<file path="config.mk">
export PLATFORM = sky130hd
export DESIGN_NAME = operand_loader
export DESIGN_NICKNAME = d
export VERILOG_FILES = /design/src/rtl/operand_loader_defs.sv /design/src/rtl/sipo_shift.sv /design/src/rtl/operand_loader.sv
export SDC_FILE = /design/constraint.sdc
export NUM_CORES = 1
export LEC_CHECK = 0
export BUFFER_PORTS_ARGS = -buffer_cell sky130_fd_sc_hd__buf_2
export CORE_AREA = 3 3 49 51
export CTS_CLUSTER_SIZE = 20
export DETAILED_ROUTE_END_ITERATION = 10
export DIE_AREA = 0 0 52 54
export PLACE_DENSITY = 0.86
export SYNTH_ARGS = -nofsm -noshare
export SYNTH_HDL_FRONTEND = slang
export SYNTH_SLANG_ARGS = --single-unit
export TNS_END_PERCENT = 30
</file>
<file path="constraint.sdc">
create_clock -name clk -period 1.9 [get_ports clk]
set_clock_uncertainty 0.1 [all_clocks]
set_input_delay 0.285 -clock clk [delete_from_list [all_inputs] [get_ports clk]]
set_output_delay 0.285 -clock clk [all_outputs]
set_load 0.02 [all_outputs]
</file>
<file path="src/rtl/operand_loader_defs.sv">
// rtl/operand_loader_defs.sv - shared state encodings and defaults for the operand loader
package operand_loader_defs;

    localparam int DEFAULT_WIDTH = 4;

    localparam logic [1:0] ST_IDLE   = 2'd0;
    localparam logic [1:0] ST_LOAD_A = 2'd1;
    localparam logic [1:0] ST_LOAD_B = 2'd2;
    localparam logic [1:0] ST_DONE   = 2'd3;

    typedef enum logic [1:0] {
        IDLE   = ST_IDLE,
        LOAD_A = ST_LOAD_A,
        LOAD_B = ST_LOAD_B,
        DONE   = ST_DONE
    } state_t;

endpackage

</file>
<file path="src/rtl/sipo_shift.sv">
// rtl/sipo_shift.sv - serial-in/parallel-out register, MSB first, with clear and shift enable
module sipo_shift #(
    parameter int WIDTH = 4
) (
    input  logic             clk,
    input  logic             reset,
    input  logic             clr,
    input  logic             en,
    input  logic             din,
    output logic [WIDTH-1:0] q
);

    // Clear wins over shift so an abort discards the bit offered in the same cycle.
    always_ff @(posedge clk or posedge reset) begin
        if (reset) begin
            q <= '0;
        end else if (clr) begin
            q <= '0;
        end else if (en) begin
            q <= {q[WIDTH-2:0], din};
        end
    end

endmodule

</file>
<file path="src/rtl/operand_loader.sv">
// rtl/operand_loader.sv - assembles A then B operands from a serial stream for the AND stage
module operand_loader
    import operand_loader_defs::*;
#(
    parameter int WIDTH = DEFAULT_WIDTH
) (
    input  logic             clk,
    input  logic             reset,
    input  logic             start,
    input  logic             ser_in,
    input  logic             ser_valid,
    output logic [WIDTH-1:0] top_a,
    output logic [WIDTH-1:0] top_b,
    output logic             out_valid,
    input  logic             out_ready,
    output logic             busy
);

    localparam int CW = $clog2(WIDTH);
    localparam logic [CW-1:0] LAST = CW'(WIDTH - 1);

    state_t           state;
    logic [CW-1:0]    cnt;
    logic [WIDTH-1:0] sh_a;
    logic [WIDTH-1:0] sh_b;
    logic             accept;
    logic             last_bit;
    logic             clr;
    logic             en_a;
    logic             en_b;

    assign accept   = ser_valid && !start;
    assign last_bit = (cnt == LAST);
    assign clr      = start && ((state != DONE) || out_ready);
    assign en_a     = (state == LOAD_A) && accept;
    assign en_b     = (state == LOAD_B) && accept;

    sipo_shift #(.WIDTH(WIDTH)) u_sh_a (
        .clk   (clk),
        .reset (reset),
        .clr   (clr),
        .en    (en_a),
        .din   (ser_in),
        .q     (sh_a)
    );

    sipo_shift #(.WIDTH(WIDTH)) u_sh_b (
        .clk   (clk),
        .reset (reset),
        .clr   (clr),
        .en    (en_b),
        .din   (ser_in),
        .q     (sh_b)
    );

    always_ff @(posedge clk or posedge reset) begin
        if (reset) begin
            state     <= IDLE;
            cnt       <= '0;
            top_a     <= '0;
            top_b     <= '0;
            out_valid <= 1'b0;
            busy      <= 1'b0;
        end else begin
            case (state)
                IDLE: begin
                    if (start) begin
                        state <= LOAD_A;
                        cnt   <= '0;
                        busy  <= 1'b1;
                    end
                end
                LOAD_A: begin
                    if (start) begin
                        cnt <= '0;
                    end else if (ser_valid) begin
                        if (last_bit) begin
                            state <= LOAD_B;
                            cnt   <= '0;
                        end else begin
                            cnt <= cnt + 1'b1;
                        end
                    end
                end
                LOAD_B: begin
                    if (start) begin
                        state <= LOAD_A;
                        cnt   <= '0;
                    end else if (ser_valid) begin
                        if (last_bit) begin
                            // Capture B including the bit arriving on this edge.
                            state     <= DONE;
                            cnt       <= '0;
                            top_a     <= sh_a;
                            top_b     <= {sh_b[WIDTH-2:0], ser_in};
                            out_valid <= 1'b1;
                            busy      <= 1'b0;
                        end else begin
                            cnt <= cnt + 1'b1;
                        end
                    end
                end
                DONE: begin
                    if (out_ready) begin
                        out_valid <= 1'b0;
                        if (start) begin
                            state <= LOAD_A;
                            cnt   <= '0;
                            busy  <= 1'b1;
                        end else begin
                            state <= IDLE;
                        end
                    end
                end
                default: state <= IDLE;
            endcase
        end
    end

endmodule

</file>
### Word level (Yosys, flattened, before mapping)

Cells that the tools add are included.

* bits of input ports: 6
* logic and storage cells: 74
* output and inout port bits: 10
* register bits: 21

* add/sub/neg operators: 1
* equality and inequality tests: 16
* reductions and logical operators: 17
* bitwise gates (word level): 1
* multiplexer cells: 31

Operators by type and width (count)
* $mux W2: 13
* $ne A2 B2 Y1 const B: 9
* $mux W1: 10
* $reduce_and A5 Y1: 2
* $mux W4: 2
* $pmux W2 S4: 1
* $reduce_and A7 Y1: 1
* $eq A2 B2 Y1 const B: 3
* $mux W3: 2
* $ne A3 B3 Y1 const B: 2
* $pmux W2 S3: 1
* $reduce_bool A2 Y1: 3
* $logic_and A1 B1 Y1: 4
* $reduce_and A4 Y1: 1
* $ne A3 B1 Y1 const B: 1
* $pmux W1 S3: 1
* $reduce_bool A3 Y1: 1
* $add A2 B1 Y2 const B: 1
* $eq A2 B1 Y1 const B: 1
* $logic_not A2 Y1: 1
* $pmux W1 S2: 1
* $reduce_and A2 Y1: 1
* $reduce_or A2 Y1: 1
* $logic_not A1 Y1: 1
* 2 further kinds: 2

### Longest topological paths before layout

* depth in word-level cells: 5
* mapped depth: 6
* depth with buffers taken out: 6

### By module

Synthesis repeated with hierarchy kept, for this count alone.

* cell total of the unflattened synthesis: 98
* area, all modules: 1119.8 um^2

By module, submodules not included
* operand_loader: area an instance 792.0 um^2, cells an instance 70, sequential area each 350.3 um^2, times used 1
* sipo_shift: area an instance 163.9 um^2, cells an instance 14, sequential area each 100.1 um^2, times used 2

### Least setup slack after synthesis

OpenSTA, ideal clock, no wires.

* path type: reg-to-reg
* start point: register state[1]
* end point: register busy
* setup slack: 270 ps
* period minus slack after synthesis: 1630 ps
* buffers on the path: 1
* library setup time: 127 ps
* cell stages (with the launch flop): 6
* required time: 1673 ps
* arrival time: 1404 ps
* cell sequence: dfrtp_1 -> ha_1 -> nor2b_4 -> buf_6 -> o41ai_2 -> o2bb2a_1

* longest elaborated chain between the ends: 3
* elaborated cells on any way between the ends: 10
* those cells by class: eq/ne (6); mux (1); reduce/logical (3)

RTL lines
* from (decl): line operand_loader.sv:22 `state_t state;`
* from (signal assigned): line operand_loader.sv:58 `state <= IDLE;`
* from (signal assigned): line operand_loader.sv:68 `state <= LOAD_A;`
* from (signal assigned): line operand_loader.sv:78 `state <= LOAD_B;`
* $eq A2 B2 Y1 or $logic_not A2 Y1 (tied branches): line operand_loader.sv:65 `case (state)`
* $ne A2 B2 Y1 (no line) or $reduce_bool A3 Y1 (tied branches)
* $reduce_and A5 Y1 (no line)
* to (signal assigned): line operand_loader.sv:63 `busy <= 1'b0;`
* to (signal assigned): line operand_loader.sv:70 `busy <= 1'b1;`
* to (signal assigned): line operand_loader.sv:97 `busy <= 1'b0;`
* to (decl): line operand_loader.sv:16 `output logic busy`

Several ways; a longest one is shown, not always the timed one.
A chain may end at the register's enable or synchronous reset.

### Worst setup path after layout

* start point: register state[1]
* end point: register u_sh_a.q[3]

* longest elaborated chain between the ends: 4
* elaborated cells on any way between the ends: 7
* those cells by class: eq/ne (2); mux (1); reduce/logical (4)

RTL lines
* $ne A2 B2 Y1: line operand_loader.sv:34 `assign clr = start && ((state != DONE) || out_ready);`
* $logic_or A1 B1 Y1: line operand_loader.sv:34
* $logic_and A1 B1 Y1: line operand_loader.sv:34
* $mux W4 or $reduce_bool A2 Y1 (tied branches)
* to (signal assigned): line sipo_shift.sv:20 `q <= {q[WIDTH-2:0], din};`
* to (decl): line sipo_shift.sv:10 `output logic [WIDTH-1:0] q`

Several ways; a longest one is shown, not always the timed one.

==> impl_metrics.json <==
{
  "layout_commonest_cell": "dfrtp_1",
  "grt_max_degree": 22,
  "initial_core_util_pct": 54.8,
  "diodes": 0,
  "first_iter_violations": 10,
  "rrSetupSlack_ns": 0.16,
  "ys_top_cells_by_area": "dfrtp_1 (48%), mux2_2 (8.3%), ha_1 (8.1%)",
  "slowest_stage": "dfrtp_1",
  "ys_warn_count": 0,
  "vias": 795,
  "io_buffer_count": 15,
  "syn_to_final_growth_pct": 11.8,
  "synth_top_cell_by_area": "dfrtp_1",
  "post-route-drc-count": 0,
  "postRouteAntennaNets": 0,
  "die-area_um2": 2810,
  "routed_wl_um": 2010,
  "layout-drive-gt1-share_pct": 27.4,
  "ys_seq_area_share_pct": 48.4,
  "max_stage_delay_ns": 0.48,
  "die_w_um": 52,
  "cp.arrival_ns": 1.89,
  "antenna_found_initial": 0,
  "die_h_um": 54,
  "grt_pass1_wl_um": 3280,
  "yosysUniqueCellTypes": 29,
  "synth.top_cell.area_share_pct": 48.4,
  "critPathKind": "flip-flop to flip-flop",
  "nets": 127,
  "cts_buffer_depth": 2,
  "endpoint_kind": "flip-flop",
  "cts-buffers-inserted": 3,
  "cp-start-kind": "flip-flop",
  "cp_common_cell": "inv_1",
  "gp_congestion": 0.778,
  "relSlewSlack_pct": 73.9,
  "synth_top_flop_cell": "dfrtp_1",
  "path_clk_slew_ns": 0.12,
  "async_flop_share_pct": 100,
  "path_cells": "inv_1 > ha_1 > nand2_1 > inv_1 > o21ai_0 > a22o_1",
  "placed_cell_area_um2": 1180,
  "synth-seq-cells": 21,
  "fin_area_um2": 1210,
  "tightest_slew_ns": 0.387,
  "io_pins": 16,
  "fin_util_pct": 61.2,
  "power_frac_seq_pct": 43.3,
  "hold_path.class": "input pin to flip-flop",
  "switchingPower_mw": 0.535,
  "final-setup-viol-count": 0,
  "post-route-period-util_pct": 91.4,
  "clockRootBuffer": "clkbuf_4",
  "overflow": 0,
  "placementRows": 16,
  "p_sw_share_pct": 39.1,
  "synth_area_um2": 1090,
  "cp_max_fo": 7,
  "firstDrtPassIters": 4,
  "routedWlPerCell_um": 14.4,
  "p_leak_nw": 0.649,
  "vias_per_cell": 5.68,
  "p_clk_share_pct": 16.1,
  "syn_avg_cell_area_um2": 11.3,
  "synth_edf_count": 0,
  "cts.sinks": 21,
  "cts_max_level": 1,
  "rsz0062_at_grt": "no",
  "final.setup.tns_ns": 0,
  "hold_viol_final": 0,
  "peakVddDrop_uv": 816,
  "maxCapViolCount": 0,
  "fmax_mhz": 576,
  "clkLatencyLatePin_ns": 0.31,
  "grt.total_usage_pct": 16.4,
  "dpl.hpwl_um": 1450,
  "p_per_area_nw_per_um2": 1130,
  "cts_tree": "built",
  "coreArea_um2": 1980,
  "synth_cells": 96,
  "period_needed_ns": 1.74,
  "combPwrFrac_pct": 40.6,
  "drv_slew": 0,
  "required_ns": 2.06,
  "synth_nets": 109,
  "grt_pass1_vias": 725,
  "final_cell_mix": "dfrtp_1 (21), buf_2 (15), nand2_1 (9), mux2_2 (8)",
  "status": "completed",
  "internal_power_mw": 0.834
}
==> worst max-delay path, delay by kind of cell, from the launching register on <==
kind | cells | cell delay, ns
adders and majority gates | 1 | 0.26
DFF | 1 | 0.48
and+or+nand+nor | 1 | 0.14
AOI/OAI and AO/OA | 2 | 0.52
buffers and inverters | 2 | 0.17
==> flip-flops by register name, summed over array words and instances (netlist names) <==
name / count
u_sh_b.q: 3
top_b: 4
top_a: 4
out_valid: 1
state: 2
busy: 1
cnt: 2
u_sh_a.q: 4
==> synth_stat cells (all sizes together) (2+ instances only) <==
cell,instances
nand3,2
a21oi,2
nor2,2
ha,7
nor4,2
o41ai,2
o21ai,8
inv,7
buf,4
mux2i,3
dfrtp,21
nor2b,3
nand2,9
a22o,6
mux2,8
==> stage by stage <==
step                worst slack, ns  instances  hold slack [ns]  power, mW
global placement              0.248        135            0.222       1.12
CTS                           0.150        140            0.131       1.37
floorplan                     0.270         96            0.162       1.04
global route                 0.0108        140            0.131       1.48
detailed placement            0.175        135            0.225       1.15
finish                        0.164        140            0.138       1.37
==> logic make-up after synthesis <==
kind of cell             count (synthesis)  synth area share, %
AO/OA/AOI/OAI                           25                 16.9
AND/OR/NAND/NOR                         21                 10.7
flip-flops                              21                 48.4
buffers and inverters                   11                 4.84
multiplexers                            11                 11.1
adder cells (fa/ha/maj)                  7                 8.06
==> repair_timing <==
action / CTS / global route
setup buffers: 0 / 0
resized for setup: 0 / 0
hold buffers: 1 / 0
setup endpoints to repair: 0 / 0
endpoints found under the hold margin: 21 / 0
==> power groups by stage <==
stage               Clock, mW  Sequential (mW)  Combinational [mW]
finish                  0.220            0.593               0.556
floorplan                   0            0.608               0.430
global route            0.243            0.606               0.630
CTS                     0.224            0.592               0.557
global placement            0            0.593               0.530
detailed placement          0            0.601               0.550
==> layer usage <==
layer / share of wire [%] / vias to the layer above / global-route usage, %
met5: 0 / - / 0
met4: 1.9 / 0 / 10.5
met3: 3.2 / 4 / 2.49
met2: 49 / 12 / 26.4
met1: 46 / 392 / 20.6
li1: - / 387 / -
==> worst paths after layout <==
check | from | to | cells past startpoint
max reg2reg | state[1] | u_sh_a.q[3] | 6
min in group asynchronous | reset | state[1] | 4
max | state[1] | u_sh_a.q[3] | 6
min reg2reg | top_b[2] | top_b[2] | 1
max in group asynchronous | reset | cnt[0] | 4
min | ser_in | u_sh_a.q[0] | 2
==> layout make-up <==
cell class | instances | area, um2
Timing Repair Buffer | 17 | 92.6
Sequential cell | 21 | 526
Tap cell | 27 | 33.8
Clock buffer | 3 | 22.5
Fill cell | 164 | 768
Clock inverter | 1 | 5.00
Multi-Input combinational cell | 64 | 508
Inverter | 7 | 26.3
Note: power is estimated with default switching activity, not from simulation.
